**config.mk**
```make
export PLATFORM = sky130hd
export DESIGN_NAME = id_ex_stage
export DESIGN_NICKNAME = d
export VERILOG_FILES = /design/src/rtl/id_ex_stage.sv
export SDC_FILE = /design/constraint.sdc
export NUM_CORES = 1
export LEC_CHECK = 0
export CAP_MARGIN = 20
export CORE_ASPECT_RATIO = 0.5
export CORE_MARGIN = 2
export CORE_UTILIZATION = 30
export DETAILED_ROUTE_END_ITERATION = 10
export SLEW_MARGIN = 25
export SYNTH_ARGS = -nofsm -noshare
export SYNTH_HDL_FRONTEND = slang
export SYNTH_SLANG_ARGS = --single-unit
```
**constraint.sdc**
```tcl
create_clock -name clk -period 2.3 [get_ports clk]
set_input_delay 0.575 -clock clk [delete_from_list [all_inputs] [get_ports clk]]
set_output_delay 0.575 -clock clk [all_outputs]
set_load 0.02 [all_outputs]
```
**src/rtl/id_ex_stage.sv**
```systemverilog
// rtl/id_ex_stage.sv - ID/EX pipeline register with ALU-control decode and operand forwarding
// Holds one decoded instruction; operands are forwarded combinationally from EX/MEM and MEM/WB.
module id_ex_stage #(
    parameter int XLEN = 32
) (
    input  logic            clk,
    input  logic            rst_n,
    input  logic            in_valid,
    output logic            in_ready,
    input  logic            stall,
    input  logic            flush,
    input  logic [XLEN-1:0] rs1_data,
    input  logic [XLEN-1:0] rs2_data,
    input  logic [XLEN-1:0] imm,
    input  logic [4:0]      rs1_addr,
    input  logic [4:0]      rs2_addr,
    input  logic [4:0]      rd_addr,
    input  logic            alu_src,
    input  logic [1:0]      alu_op,
    input  logic [2:0]      funct3,
    input  logic            funct7b5,
    input  logic            reg_write,
    input  logic            mem_read,
    input  logic            mem_write,
    input  logic [4:0]      exmem_rd,
    input  logic            exmem_reg_write,
    input  logic [XLEN-1:0] exmem_result,
    input  logic [4:0]      memwb_rd,
    input  logic            memwb_reg_write,
    input  logic [XLEN-1:0] memwb_result,
    output logic            out_valid,
    output logic [XLEN-1:0] operand1,
    output logic [XLEN-1:0] operand2,
    output logic [3:0]      alu_control,
    output logic [XLEN-1:0] store_data,
    output logic [4:0]      rd_q,
    output logic            reg_write_q,
    output logic            mem_read_q,
    output logic            mem_write_q,
    output logic            illegal
);

    logic            r_valid;
    logic [XLEN-1:0] r_rs1_data;
    logic [XLEN-1:0] r_rs2_data;
    logic [XLEN-1:0] r_imm;
    logic [4:0]      r_rs1_addr;
    logic [4:0]      r_rs2_addr;
    logic [4:0]      r_rd;
    logic            r_alu_src;
    logic [3:0]      r_alu_ctrl;
    logic            r_reg_write;
    logic            r_mem_read;
    logic            r_mem_write;
    logic            r_illegal;

    logic [3:0]      w_alu_ctrl;
    logic            w_illegal;
    logic [XLEN-1:0] w_fwd1;
    logic [XLEN-1:0] w_fwd2;

    assign in_ready = !stall && !flush;

    always_comb begin
        w_alu_ctrl = 4'b0010;
        w_illegal  = 1'b0;
        case (alu_op)
            2'b00: w_alu_ctrl = 4'b0010;
            2'b01: w_alu_ctrl = 4'b0110;
            default: begin
                // funct7b5 only selects SUB for R-type; I-type ignores it
                case (funct3)
                    3'b000:  w_alu_ctrl = (alu_op == 2'b10 && funct7b5) ? 4'b0110 : 4'b0010;
                    3'b111:  w_alu_ctrl = 4'b0000;
                    3'b110:  w_alu_ctrl = 4'b0001;
                    3'b010:  w_alu_ctrl = 4'b0111;
                    default: begin
                        w_alu_ctrl = 4'b0010;
                        w_illegal  = 1'b1;
                    end
                endcase
            end
        endcase
    end

    always_ff @(posedge clk or negedge rst_n) begin
        if (!rst_n) begin
            r_valid     <= 1'b0;
            r_rs1_data  <= '0;
            r_rs2_data  <= '0;
            r_imm       <= '0;
            r_rs1_addr  <= '0;
            r_rs2_addr  <= '0;
            r_rd        <= '0;
            r_alu_src   <= 1'b0;
            r_alu_ctrl  <= '0;
            r_reg_write <= 1'b0;
            r_mem_read  <= 1'b0;
            r_mem_write <= 1'b0;
            r_illegal   <= 1'b0;
        end else if (flush || (!stall && !in_valid)) begin
            r_valid     <= 1'b0;
            r_reg_write <= 1'b0;
            r_mem_read  <= 1'b0;
            r_mem_write <= 1'b0;
            r_illegal   <= 1'b0;
        end else if (!stall) begin
            r_valid     <= 1'b1;
            r_rs1_data  <= rs1_data;
            r_rs2_data  <= rs2_data;
            r_imm       <= imm;
            r_rs1_addr  <= rs1_addr;
            r_rs2_addr  <= rs2_addr;
            r_rd        <= rd_addr;
            r_alu_src   <= alu_src;
            r_alu_ctrl  <= w_alu_ctrl;
            r_reg_write <= reg_write && !w_illegal;
            r_mem_read  <= mem_read && !w_illegal;
            r_mem_write <= mem_write && !w_illegal;
            r_illegal   <= w_illegal;
        end
    end

    // x0 is hardwired zero, so it is never a forwarding target
    always_comb begin
        w_fwd1 = r_rs1_data;
        if (exmem_reg_write && exmem_rd == r_rs1_addr && r_rs1_addr != 5'd0)
            w_fwd1 = exmem_result;
        else if (memwb_reg_write && memwb_rd == r_rs1_addr && r_rs1_addr != 5'd0)
            w_fwd1 = memwb_result;
    end

    always_comb begin
        w_fwd2 = r_rs2_data;
        if (exmem_reg_write && exmem_rd == r_rs2_addr && r_rs2_addr != 5'd0)
            w_fwd2 = exmem_result;
        else if (memwb_reg_write && memwb_rd == r_rs2_addr && r_rs2_addr != 5'd0)
            w_fwd2 = memwb_result;
    end

    assign out_valid   = r_valid;
    assign operand1    = w_fwd1;
    assign operand2    = r_alu_src ? r_imm : w_fwd2;
    assign store_data  = w_fwd2;
    assign alu_control = r_alu_ctrl;
    assign rd_q        = r_rd;
    assign reg_write_q = r_reg_write;
    assign mem_read_q  = r_mem_read;
    assign mem_write_q = r_mem_write;
    assign illegal     = r_illegal;

endmodule

```
After elaboration in Yosys (flattened, before gate mapping). Index checks and enable logic that the tools add are counted.

Reductions and logical operators: 26. Bitwise gates (word level): 2. Mux-type cells: 20. Eq/ne operators: 10.

Operator list (count): $mux W32 (5); $eq A5 B5 Y1 (4); $logic_and A1 B1 Y1 (14); $mux W1 (12); $pmux W3 S4 (1); $reduce_bool A5 Y1 (2); $eq A3 B3 Y1 const B (2); $pmux W3 S2 (1); $logic_not A1 Y1 (4); $reduce_or A4 Y1 (1); $eq A3 B2 Y1 const B (1); $logic_not A3 Y1 (1); $mux W3 (1); $eq A2 B1 Y1 const B (1); $eq A2 B2 Y1 const B (1); $logic_not A2 Y1 (1); $ne A2 B1 Y1 const B (1); $not A1 Y1 (2); $reduce_and A2 Y1 (1); $reduce_or A2 Y1 (1); $logic_or A1 B1 Y1 (1).

Logic and storage cells: 71. Bits in registers: 121. Output and inout port bits: 111. Input bits: 202.

Logic depth before layout (Yosys ltp).
Depth in word-level cells: 8. Gate-level depth with buffers: 7. Gate-level depth less buffers: 5.

Least setup slack after synthesis. No wires, ideal clock.

Kind: reg-to-output. Start: register r_rs2_addr[1]. End: output operand2[10]. Path slack: -552 ps. Required time: 1725 ps. Cell stages (with the launch flop): 7. Arrival: 2277 ps. Cell sequence: dfrtp_1 or4_4 o211ai_2 clkbuf_1 nor3_1 a31oi_1 mux2_2.

Longest elaborated chain between the ends: 6.

RTL lines: start: declaration (RTL line 48) `logic [4:0] r_rs2_addr;`; start signal: assignment (RTL line 113) `r_rs2_addr <= rs2_addr;`; $eq A5 B5 Y1 (RTL line 137) `else if (memwb_reg_write && memwb_rd == r_rs2_addr && r_rs2_addr != 5'd0)`; $logic_and A1 B1 Y1 (2 in series) (RTL line 137); $mux W32 (RTL line 137); $mux W32 * (RTL line 135) `if (exmem_reg_write && exmem_rd == r_rs2_addr && r_rs2_addr != 5'd0)`; via store_data[10] (RTL line 35) `output logic [XLEN-1:0] store_data,`; $mux W32 * (RTL line 143) `assign operand2 = r_alu_src ? r_imm : w_fwd2;`; end: declaration (RTL line 33) `output logic [XLEN-1:0] operand2,`.

The timed path passes the listed nets; every way through them passes the cells marked *.

Worst setup path in the final report.
Start: register r_rs2_addr[4]. End: output operand2[15].

Longest elaborated chain between the ends: 6.

RTL lines (RTL line): $eq A5 B5 Y1 (137); $logic_and A1 B1 Y1 (2 in series) (137); $mux W32 (137); $mux W32 * (135); $mux W32 * (143).

Every way passes the cells marked *; elsewhere a longest branch is shown, timed or not.

==> results.sh <==
export IMPL_p_per_area_mw_per_mm2=693
export IMPL_cts_tree="yes"
export IMPL_drt_iter0_drc=502
export IMPL_switching_power_mw=3.46
export IMPL_ios=313
export IMPL_drv_cap=0
export IMPL_synth_area_leaders="dfrtp_1 (43%), nand2_1 (20%), mux2_2 (4.9%)"
export IMPL_syn_nets=1077
export IMPL_crit_path_top_delay_cell="or4_4"
export IMPL_fin_nets=1533
export IMPL_grt_pass1_vias=8535
export IMPL_first_pass_iters=5
export IMPL_start_util=0.304
export IMPL_worstPathRequired_ns=1.73
export IMPL_yosysUniqueCellTypes=35
export IMPL_die_area_mm2=0.0244
export IMPL_cp_cell_sequence="or4_4, o211ai_4, or2_4, buf_12, buf_8, a31oi_4, mux2_4, buf_6"
export IMPL_netlist_area_mm2=0.00692
export IMPL_path_max_fanout=6
export IMPL_wl_um=33900
export IMPL_p_seq_frac=0.261
export IMPL_clk_path_buf_depth=2
export IMPL_synth_edff_count=0
export IMPL_core_mm2=0.0227
export IMPL_ys_seq_elements=120
export IMPL_insertion_delay_ns=0.43
export IMPL_grt_pass1_wl_um=49900
export IMPL_synth_top_area_frac=0.434
export IMPL_p_leak_nw=6.64
export IMPL_drive_gt1_frac=0.410
export IMPL_r2r_end="r_rs2_addr[0]$_DFFE_PN0P_"
export IMPL_setup_violations=96
export IMPL_syn_inst=875
export IMPL_rows=39
export IMPL_syn2layout_area_growth_pct=115
export IMPL_vias=8348
export IMPL_cpPeakStageDelay_ns=0.58
export IMPL_setup_slack_ns=-0.970
export IMPL_path_clk_slew_ns=0.06
export IMPL_status="finished, violations left"
export IMPL_final_common_cell="nand2_1"
export IMPL_worstPathArrival_ns=2.70
export IMPL_reg2regPathDepth=3
export IMPL_die_w_um=219
export IMPL_ctsHoldBuffers=0
export IMPL_yosysSeqAreaShare=0.434
export IMPL_final_cell_mix="nand2_1 (355), clkdlybuf4s50_1 (202), buf_6 (125)"
export IMPL_fin_crit_ns=3.27
export IMPL_rsz0062_at_grt="yes"
export IMPL_power_frac_clock=0.289
export IMPL_timing_hold_ws_ns=0.105
export IMPL_intPower_mw=6.85
export IMPL_drc=0
export IMPL_peakVddDrop_mv=0.488
export IMPL_cts_sinks=120
export IMPL_gp_congestion=0.856
export IMPL_reg2reg_slack_ns=1.43
export IMPL_cp_startpoint="r_rs2_addr[4]$_DFFE_PN0P_"
export IMPL_avgSynthCellArea_um2=7.91
export IMPL_critical_path_endpoint_type="output pin"
export IMPL_dpl_cell_area_mm2=0.0123
export IMPL_sw_frac_of_total=0.336
export IMPL_synth_top_cell_by_area="dfrtp_1"
export IMPL_skew_ns=0
export IMPL_r2r_start="r_rs2_addr[0]$_DFFE_PN0P_"
export IMPL_drt_wirelength_per_cell_um=20.5
export IMPL_synth_async_reset_ratio=1.00
export IMPL_cts_root_buffer="clkbuf_16"
export IMPL_grt_max_degree=52
export IMPL_portBuffers=311
export IMPL_grt_antenna_before_repair=3
export IMPL_violations="negative setup slack"
export IMPL_via_per_inst=5.05
export IMPL_cp_start_kind="flop"
export IMPL_dpl_hpwl_um=22500
export IMPL_clock_fmax_mhz=306
export IMPL_ys_flop_type="dfrtp_1"
export IMPL_fp_dieH_um=111
export IMPL_grtUsageTotal=0.269
export IMPL_setup_worst_path_class="flop to output pin"
export IMPL_fin_area_mm2=0.0149
export IMPL_gr_total_overflow=0
export IMPL_maxSlewViolCount=0
export IMPL_cts_made_buffers=17
export IMPL_finalHoldViolations=0
export IMPL_power_frac_comb=0.450
export IMPL_hold_path_class="input pin to asynchronous set/reset pin"
export IMPL_h_tree_depth=4
export IMPL_ant_nets=0
export IMPL_yosys_warnings=0
export IMPL_period_share=1.42
-- sequential cells by signal, indices dropped and copies added (netlist names) --
register and count:
alu_control 3, illegal 1, mem_read_q 1, mem_write_q 1, out_valid 1, r_alu_src 1
r_imm 32, r_rs1_addr 5, r_rs1_data 32, r_rs2_addr 5, r_rs2_data 32, rd_q 5
reg_write_q 1
-- cell type report --
type	instances	area, µm²
fill	1782	7860
timing repair buffer	509	5520
multi-input combinational	683	5330
sequential	120	3010
clock buffer	23	468
tap	307	384
clock inverter	9	170
antenna	2	5.00
-- cell usage after synthesis, types with 2 or more instances --
| master | count |
|---|---|
| nand2_1 | 372 |
| dfrtp_1 | 120 |
| clkbuf_1 | 54 |
| a31oi_1 | 33 |
| mux2i_1 | 33 |
| o31ai_1 | 33 |
| and3_1 | 32 |
| nand3_1 | 32 |
| nor3_1 | 32 |
| o21ai_0 | 32 |
| mux2_2 | 30 |
| xnor2_1 | 16 |
| buf_2 | 10 |
| nor2_1 | 7 |
| buf_1 | 4 |
| nand4_1 | 4 |
| xor2_1 | 4 |
| a22o_1 | 3 |
| buf_4 | 3 |
| a21oi_1 | 2 |
| mux2_1 | 2 |
| nor2b_1 | 2 |
| nor4_2 | 2 |
| or2_1 | 2 |
-- worst max-delay path, delay by kind of cell (launching register included) --
family | cells | cell delay, ns
DFF | 1 | 0.37
AOI/OAI and AO/OA | 2 | 0.30
muxes | 1 | 0.30
and+or+nand+nor | 2 | 0.87
buffers and inverters | 3 | 0.41
-- worst max path at each step --
stage	end	slack (ns)	cells past startpoint
after floorplan	operand2[0]	-0.37	7
after global placement	operand2[13]	-1.33	9
after detailed placement	operand2[13]	-1.35	9
after CTS	operand2[23]	-1.02	10
after global routing	operand2[16]	-1.06	8
final	operand2[15]	-0.97	8
-- power by group through the flow --
stage | Combinational (mW) | Sequential [mW] | Clock (mW)
6_report | 4.64 | 2.69 | 2.99
5_1_grt | 4.88 | 2.73 | 3.16
4_1_cts | 4.20 | 2.66 | 3.03
3_5_place_dp | 3.87 | 2.68 | 0
3_3_place_gp | 3.83 | 2.67 | 0
2_1_floorplan | 1.98 | 2.67 | 0
-- routing by layer --
layer,global-route usage,wire (µm)
met5,0,0
met4,0.108,1170
met3,0.0470,1760
met2,0.441,16500
met1,0.354,14400
-- repair_timing --
item | in CTS | in global routing
endpoints found under the setup margin | 97 | 96
pin swaps | 23 | 42
cloned | 11 | 7
setup buffers | 39 | 22
gates resized for setup | 647 | 155
-- cells by family (layout without fill, tap and decap cells) --
| family | count (synthesis) | count (layout) | synth area share |
|---|---|---|---|
| AND/OR/NAND/NOR | 490 | 490 | 0.297 |
| flip-flops | 120 | 120 | 0.434 |
| other | 1 | 3 | 0.000542 |
| AO/OA/AOI/OAI | 107 | 107 | 0.0996 |
| XOR/XNOR | 20 | 20 | 0.0253 |
| buffers and inverters | 72 | 541 | 0.0436 |
| multiplexers | 65 | 65 | 0.0998 |
-- stage by stage --
stage,cells,setup WS [ns],util,total power [mW],setup TNS [ns]
2_1_floorplan,875,-0.373,-,4.64,-16.14
3_3_place_gp,1558,-1.33,0.541,6.50,-109.85
3_5_place_dp,1558,-1.35,0.541,6.55,-112.54
4_1_cts,1638,-1.02,0.618,9.89,-80.39
5_1_grt,1653,-1.06,0.655,10.8,-86.25
6_report,1653,-0.970,0.655,10.3,-77.54
(Power assumes the default switching activity.)
